--- src/rtl/neuraedge_noc_pkg.sv ---
// rtl/neuraedge_noc_pkg.sv - shared NoC arbiter state type and flit-width default
package neuraedge_noc_pkg;

  localparam int NOC_FLIT_WIDTH_DEF = 64;

  typedef enum logic {
    ARB_IDLE   = 1'b0,
    ARB_LOCKED = 1'b1
  } arb_state_t;

endpackage

--- src/rtl/noc_rr_pick.sv ---
// rtl/noc_rr_pick.sv - combinational rotate-priority pick: first request at or after ptr_in
module noc_rr_pick #(
  parameter int NUM_REQ = 4,
  localparam int IDW = $clog2(NUM_REQ)
) (
  input  logic [NUM_REQ-1:0] req_in,
  input  logic [IDW-1:0]     ptr_in,
  output logic [IDW-1:0]     idx_out,
  output logic               any_out
);

  int w_j;

  // Scan from the farthest candidate back toward ptr_in so the nearest hit wins.
  always_comb begin
    idx_out = '0;
    any_out = |req_in;
    w_j     = 0;
    for (int k = NUM_REQ - 1; k >= 0; k--) begin
      w_j = int'(ptr_in) + k;
      if (w_j >= NUM_REQ) w_j = w_j - NUM_REQ;
      if (req_in[w_j]) idx_out = IDW'(w_j);
    end
  end

endmodule

--- src/rtl/noc_ext_arbiter.sv ---
// rtl/noc_ext_arbiter.sv - packet-granular round-robin arbiter for the external NoC ingress port
// Optional stall watchdog compiled in with NOC_ARB_WDOG_EN.
module noc_ext_arbiter
  import neuraedge_noc_pkg::*;
#(
  parameter int NUM_REQ        = 4,
  parameter int NOC_FLIT_WIDTH = NOC_FLIT_WIDTH_DEF,
  parameter int WDOG_CYCLES    = 1024,
  localparam int IDW = $clog2(NUM_REQ)
) (
  input  logic                              clk,
  input  logic                              rst_n,
  input  logic [NUM_REQ*NOC_FLIT_WIDTH-1:0] req_flit_in,
  input  logic [NUM_REQ-1:0]                req_valid_in,
  input  logic [NUM_REQ-1:0]                req_last_in,
  output logic [NUM_REQ-1:0]                req_ready_out,
  output logic [NOC_FLIT_WIDTH-1:0]         ext_flit_out,
  output logic                              ext_valid_out,
  input  logic                              ext_ready_in,
  output logic [IDW-1:0]                    grant_id_out,
  output logic                              busy_out,
  output logic                              wdog_abort_out
);

  arb_state_t                r_state, w_state_nxt;
  logic [IDW-1:0]            r_grant, r_rr_ptr, w_pick_idx, w_grant_inc;
  logic                      w_pick_any;
  logic [NUM_REQ-1:0]        w_drop, w_ready, w_eligible;
  logic                      w_accept, w_accept_last, w_wdog_fire;
  logic                      r_out_vld;
  logic [NOC_FLIT_WIDTH-1:0] r_out_flit, w_sel_flit;

  assign w_eligible  = req_valid_in & ~w_drop;
  assign w_sel_flit  = req_flit_in[int'(r_grant)*NOC_FLIT_WIDTH +: NOC_FLIT_WIDTH];
  assign w_grant_inc = (r_grant == IDW'(NUM_REQ - 1)) ? '0 : r_grant + IDW'(1);

  noc_rr_pick #(.NUM_REQ(NUM_REQ)) u_pick (
    .req_in  (w_eligible),
    .ptr_in  (r_rr_ptr),
    .idx_out (w_pick_idx),
    .any_out (w_pick_any)
  );

  always_ff @(posedge clk or negedge rst_n) begin
    if (!rst_n) r_state <= ARB_IDLE;
    else        r_state <= w_state_nxt;
  end

  // Drop-flagged requesters are always drained, whatever the arbiter state.
  always_comb begin
    w_state_nxt   = r_state;
    w_ready       = w_drop;
    w_accept      = 1'b0;
    w_accept_last = 1'b0;
    case (r_state)
      ARB_IDLE: begin
        if (w_pick_any) w_state_nxt = ARB_LOCKED;
      end
      ARB_LOCKED: begin
        w_ready[r_grant] = !r_out_vld || ext_ready_in;
        w_accept         = req_valid_in[r_grant] && w_ready[r_grant];
        w_accept_last    = w_accept && req_last_in[r_grant];
        if (w_accept_last || w_wdog_fire) w_state_nxt = ARB_IDLE;
      end
      default: w_state_nxt = ARB_IDLE;
    endcase
  end

  // A load wins over an ext transfer, so the register is replaced without a bubble.
  always_ff @(posedge clk or negedge rst_n) begin
    if (!rst_n) begin
      r_grant    <= '0;
      r_rr_ptr   <= '0;
      r_out_vld  <= 1'b0;
      r_out_flit <= '0;
    end else begin
      if (r_state == ARB_IDLE && w_pick_any) r_grant <= w_pick_idx;
      if (w_accept_last || w_wdog_fire)      r_rr_ptr <= w_grant_inc;
      if (w_accept) begin
        r_out_vld  <= 1'b1;
        r_out_flit <= w_sel_flit;
      end else if (ext_ready_in) begin
        r_out_vld  <= 1'b0;
      end
    end
  end

`ifdef NOC_ARB_WDOG_EN
  localparam int CW = $clog2(WDOG_CYCLES);

  logic [CW-1:0]      r_wdog_cnt;
  logic [NUM_REQ-1:0] r_drop, w_drop_done;
  logic               r_wdog_abort;

  assign w_wdog_fire = (r_state == ARB_LOCKED) && !req_valid_in[r_grant] &&
                       (r_wdog_cnt == CW'(WDOG_CYCLES - 1));
  assign w_drop_done = r_drop & req_valid_in & req_last_in;

  // Only requester-side stalls count; ext backpressure leaves valid high.
  always_ff @(posedge clk or negedge rst_n) begin
    if (!rst_n) begin
      r_wdog_cnt   <= '0;
      r_drop       <= '0;
      r_wdog_abort <= 1'b0;
    end else begin
      if (r_state != ARB_LOCKED || w_accept || w_wdog_fire) r_wdog_cnt <= '0;
      else if (!req_valid_in[r_grant])                      r_wdog_cnt <= r_wdog_cnt + CW'(1);
      r_drop       <= (r_drop & ~w_drop_done) |
                      (w_wdog_fire ? (NUM_REQ'(1) << r_grant) : '0);
      r_wdog_abort <= w_wdog_fire;
    end
  end

  assign w_drop         = r_drop;
  assign wdog_abort_out = r_wdog_abort;
`else
  assign w_drop         = '0;
  assign w_wdog_fire    = 1'b0;
  assign wdog_abort_out = 1'b0;
`endif

  assign req_ready_out = w_ready;
  assign ext_flit_out  = r_out_flit;
  assign ext_valid_out = r_out_vld;
  assign grant_id_out  = r_grant;
  assign busy_out      = (r_state == ARB_LOCKED);

endmodule

--- config.mk ---
export PLATFORM = sky130hd
export DESIGN_NAME = noc_ext_arbiter
export DESIGN_NICKNAME = d
export VERILOG_FILES = /design/src/rtl/neuraedge_noc_pkg.sv /design/src/rtl/noc_rr_pick.sv /design/src/rtl/noc_ext_arbiter.sv
export SDC_FILE = /design/constraint.sdc
export NUM_CORES = 1
export LEC_CHECK = 0
export CORE_AREA = 2 2 131 133
export DETAILED_ROUTE_END_ITERATION = 7
export DIE_AREA = 0 0 133 135
export PLACE_DENSITY_LB_ADDON = 0.12
export SLEW_MARGIN = 20
export SYNTH_ARGS = -nofsm -noshare
export SYNTH_HDL_FRONTEND = slang
export SYNTH_HIERARCHICAL = 1
export SYNTH_SLANG_ARGS = --single-unit
--- constraint.sdc ---
create_clock -name clk -period 6.5 [get_ports clk]
set_clock_uncertainty 0.1 [all_clocks]
set_input_delay 1.3 -clock clk [delete_from_list [all_inputs] [get_ports clk]]
set_output_delay 1.3 -clock clk [all_outputs]
set_load 0.02 [all_outputs]
==> reports/metrics.csv, run 1 <==
metric,value,unit
antenna_found_initial,0,
setup_violations,0,
synth_top_area_share,38.2,%
start_util,28.0,%
crit_chain,"clkdlybuf4s50_1, nand2b_1, and3_1, clkdlybuf4s50_1",
powerDensity,421,mW/mm2
period_minus_slack,4.11,ns
start_kind,input port,
drt-vias-per-instance,4.68,
cap_violations,0,
die_x,133,um
hp-class,reg2reg,
finalMaxSlewViolations,0,
synth_largest_area_cell,dfrtp_1,
ys_types,29,
setup.worst_path.class,in2out,
grt.overflow.total,0,
core_region_area,0.0164,mm2
htree_levels,3,
ys.flop_type,dfrtp_1,
p_leak,3.19,nW
dp_hpwl,12300,um
arrival,2.71,ns
clockBufferDepth,2,
wl_met2,8120,um
path_buf_inv,2,
synth_seq_cells,70,
p_total,3.52,mW
ant_nets,0,
clk_latency,0.33,ns
area_growth,81.8,%
rrSetupSlack,3.01,ns
die_y,135,um
yosysMostFrequentCell,dfrtp_1,
routed_wl,15800,um
drc,0,
regArea,0.00176,mm2
yosys_warnings,6,
grtUsageTotal,17.7,%
grt_start_max_net_pins,71,
path_delay_family,buffers and inverters,
drtPass1Iterations,4,
ys_top_cells_by_area,"dfrtp_1, mux4_2, mux2_4",
highest_layer,met4,
drtIter0Drc,103,
hold_viol,0,
via_count,3840,
synth_edf_count,0,
root_buffer,clkbuf_16,
place_inst,805,
max_freq,243,MHz
cts_buffers,9,
period_share,63.3,%
clkTransAtPathRegs,0.05,ns
num_io_pins,340,
ys_top_cells_by_count,"dfrtp_1, mux4_2, mux2_4, mux2_2, nor2_1",
crit_slowest_cell,clkdlybuf4s50_1,
io_buffers,338,
cts_hold_buf,0,
multiInputGateArea,0.00262,mm2
dieArea,0.0180,mm2
path_common_cell,clkdlybuf4s50_1,
routedWlPerCell,19.2,um
clkSinkCount,70,
maxSlewHeadroom,35.4,%
finalSetupTns,0,ns
gp_congestion,0.818,
nets,867,
worstPathRequired,5.10,ns
drive_above_1_share,25.6,%
drt-met1-wl,5810,um
finalNonFillerCells,821,
antenna_cells,0,
grt_pass1_wl,24100,um
grt_pass1_vias,4281,
tightest_slew,0.969,ns
synthArstFlopShare,100,%
wl_met3,1420,um
cts_resized,0,
synth-seq-area-share,38.2,%
critical_path.max_stage_delay,0.60,ns
std_cell_rows,47,
rsz0062_at_grt,false,
syn_nets,539,
status,"finished, final reports clean",
synthCells,268,
hold_ws,0.401,ns
cts_tree,built,
fillCellCount,1392,
critPathMaxFanout,5,
cts_setup_buffers,0,
syn_area_per_cell,17.1,um2
irDropWorstVdd,0.285,mV
critPathCaptureType,output port,
synth_area,0.00459,mm2
[power by group]
group	internal, mW	switching [mW]
clock	0.294	0.182
sequential	0.674	0.245
combinational	1.31	0.816
total	2.27	1.24
[worst reg2reg max path: stages (launching register included)]
cell      delay (ns)
dfrtp_4         1.03
ha_1            0.36
nand3_1         0.08
o211ai_1        0.16
and3_4          0.61
buf_4           0.62
mux2_2          0.41
[placed cells by master (no fill, tap or decap), drive strengths merged]
cell type / instances
a211oi: 2
clkinv: 4
nor2: 7
conb: 1
o211ai: 2
and2: 1
buf: 3
clkinvlp: 2
mux4: 65
ha: 4
nor3b: 1
mux2: 66
nand3: 2
and3: 5
and4: 1
nor2b: 1
inv: 3
o21ai: 2
dfrtp: 70
mux2i: 1
a21o: 1
nand2b: 3
nand2: 6
clkbuf: 9
bufinv: 1
clkdlybuf4s50: 337
a21oi: 1
[state kept, by name, indices dropped and copies added, names as in the netlist]
signal         count
ext_valid_out      1
ext_flit_out      64
r_rr_ptr           2
busy_out           1
grant_id_out       2
[through the flow]
| step | cell area, um2 | worst slack, ns | utilization, % |
|---|---|---|---|
| after floorplan | 4590 | 3.39 | - |
| after global placement | 8060 | 2.41 | 49.1 |
| after detailed placement | 8060 | 2.40 | 49.1 |
| after CTS | 8350 | 2.39 | 50.9 |
| after global routing | 8350 | 2.30 | 50.9 |
| final | 8350 | 2.39 | 50.9 |
[metal layers]
layer,up-vias,global-route usage [%]
met5,-,0
met4,0,7.17
met3,30,5.56
met2,205,31.1
met1,1871,20.2
li1,1734,-
[layout make-up]
cell class	count	share of cell area, %
clock buffer	9	2.70
clock inverter	7	0.779
inverter	3	0.135
multi-input combinational	172	31.3
sequential	70	21.1
tap	220	3.30
timing repair buffer	340	40.7
[kinds of logic after synthesis]
kind of cell | share of synthesized area [%]
AOI/OAI and AO/OA | 1.25
DFF | 38.2
adders and majority gates | 1.09
and+or+nand+nor | 3.05
muxes | 51.4
buffers and inverters | 4.96
other | 0.0817
[path summary, 6_finish.rpt]
path                                  start               end  depth (start not counted)
hold / removal             ext_flit_out[45]  ext_flit_out[45]                          1
setup / recovery               ext_ready_in  req_ready_out[2]                          4
setup reg to reg            grant_id_out[1]  ext_flit_out[31]                          6
max in group asynchronous             rst_n   grant_id_out[0]                          1
min in group asynchronous             rst_n  ext_flit_out[36]                          1
hold reg to reg            ext_flit_out[45]  ext_flit_out[45]                          1
No activity file was read; power rests on OpenSTA's default activity.
==> run 2, diff against run 1 <==
--- a/config.mk
+++ b/config.mk
@@ -5,9 +5,9 @@
 export SDC_FILE = /design/constraint.sdc
 export NUM_CORES = 1
 export LEC_CHECK = 0
-export CORE_AREA = 2 2 131 133
+export CORE_ASPECT_RATIO = 0.5
+export CORE_UTILIZATION = 35
 export DETAILED_ROUTE_END_ITERATION = 7
-export DIE_AREA = 0 0 133 135
 export PLACE_DENSITY_LB_ADDON = 0.12
 export SLEW_MARGIN = 20
 export SYNTH_ARGS = -nofsm -noshare
==> constraint.sdc (replaced) <==
create_clock -name clk -period 3.8 [get_ports clk]
set_clock_uncertainty 0.1 [all_clocks]
set_input_delay 0.76 -clock clk [delete_from_list [all_inputs] [get_ports clk]]
set_output_delay 0.76 -clock clk [all_outputs]
set_load 0.02 [all_outputs]
==> reports/metrics.csv, run 2 (synthesis gave the netlist of run 1 again) <==
metric,value,unit
critPathMaxFanout,5,
grt.overflow.total,0,
routedWlPerCell,17.4,um
place_inst,757,
nets,869,
cts_setup_buffers,0,
ant_nets,0,
cts_resized,0,
powerDensity,725,mW/mm2
largest_reg_flops,64,
via_count,3756,
die_y,83.0,um
drt-vias-per-instance,4.86,
start_util,36.0,%
final_cell_mix,"clkdlybuf4s50_1, dfrtp_1, mux4_2",
grt_pass1_wl,21100,um
grtUsageTotal,20.3,%
setup_violations,0,
finalMaxSlewViolations,0,
p_total,6.03,mW
antenna_found_initial,0,
root_buffer,clkbuf_16,
start_kind,input port,
num_io_pins,340,
setup.worst_path.class,in2out,
area_growth,81.1,%
gp_congestion,0.734,
post_dp_cell_area,0.00802,mm2
holdPathStages,1,
status,finished with violations,
antenna_cells,0,
rsz0062_at_grt,false,
hold_ws,0.403,ns
tightest_slew,0.895,ns
dp_hpwl,10400,um
cts_tree,built,
cts_hold_buf,0,
final_area,0.00831,mm2
io_buffers,338,
clkSinkCount,70,
period_minus_slack,3.03,ns
grt_start_max_net_pins,71,
finalNonFillerCells,773,
worstPathRequired,2.94,ns
cap_violations,0,
max_freq,330,MHz
core_region_area,0.0127,mm2
period_share,79.9,%
dieArea,0.0136,mm2
hold_viol,0,
violations,DRC,
maxSlewHeadroom,40.4,%
drive_above_1_share,25.5,%
grt_pass1_vias,4142,
arrival,2.17,ns
routed_wl,13500,um
critPathCaptureType,output port,
drtPass1Iterations,8,
std_cell_rows,29,
layout_commonest_cell,clkdlybuf4s50_1,
clkTransAtPathRegs,0.05,ns
p_leak,3.20,nW
cts_buffers,9,
reg2regPathDepth,7,
irDropWorstVdd,0.595,mV
hp-class,reg2reg,
drtIter0Drc,116,
htree_levels,3,
finalSetupTns,0,ns
die_x,164,um
clockBufferDepth,2,
drc,1,
clk_latency,0.32,ns
## run 2: cell types whose count changed in the layout (fill, tap and decap cells not counted)
cell | previous run | this run
dfrtp_2 | 0 | 1
clkinvlp_4 | 2 | 1
clkinv_4 | 0 | 2
buf_12 | 0 | 1
clkbuf_1 | 0 | 2
clkinv_2 | 4 | 1
dfrtp_4 | 2 | 1
buf_4 | 3 | 4
## run 2: metal layers
layer  GRT usage (%)  vias to the layer above  share of wire, %
met2            39.5                      134                55
met1            22.3                     1872                38
li1                -                     1737                 -
met5               0                        -                 0
met3            4.50                       13               5.9
met4            4.04                        0              0.88
## run 2: worst paths after layout
kind | slack, ns | start | endpoint
hold reg to reg | 0.40 | ext_flit_out[43] | ext_flit_out[43]
hold / removal | 0.40 | ext_flit_out[43] | ext_flit_out[43]
setup / recovery | 0.77 | ext_ready_in | req_ready_out[3]
min in group asynchronous | 0.44 | rst_n | ext_flit_out[5]
setup reg to reg | 1.29 | grant_id_out[0] | ext_flit_out[53]
max in group asynchronous | 2.46 | rst_n | grant_id_out[0]
## run 2: power by group
part	switching, mW	internal [mW]	total (mW)	leakage (nW)
Clock	0.307	0.509	0.816	0.140
Sequential	0.272	1.15	1.43	0.820
Combinational	1.53	2.26	3.79	2.24
## run 2: final cells by class
class,instances,area (um2)
fillers,990,4420
repair buffers,342,3420
multi-input cells,172,2620
flip-flops and latches,70,1760
clock buffers,11,233
well taps,170,213
clock inverters,5,60.1
inverters,3,11.3
## run 2: critical path, stage by stage
cell	delay [ns]
clkdlybuf4s50_1	0.47
nand2b_1	0.16
and3_1	0.17
clkdlybuf4s50_1	0.61
## run 2: metrics by stage
stage	setup slack (ns)	utilization, %
2_1_floorplan	1.36	-
3_3_place_gp	0.802	63.0
3_5_place_dp	0.761	63.0
4_1_cts	0.748	65.3
5_1_grt	0.697	65.3
6_report	0.765	65.3
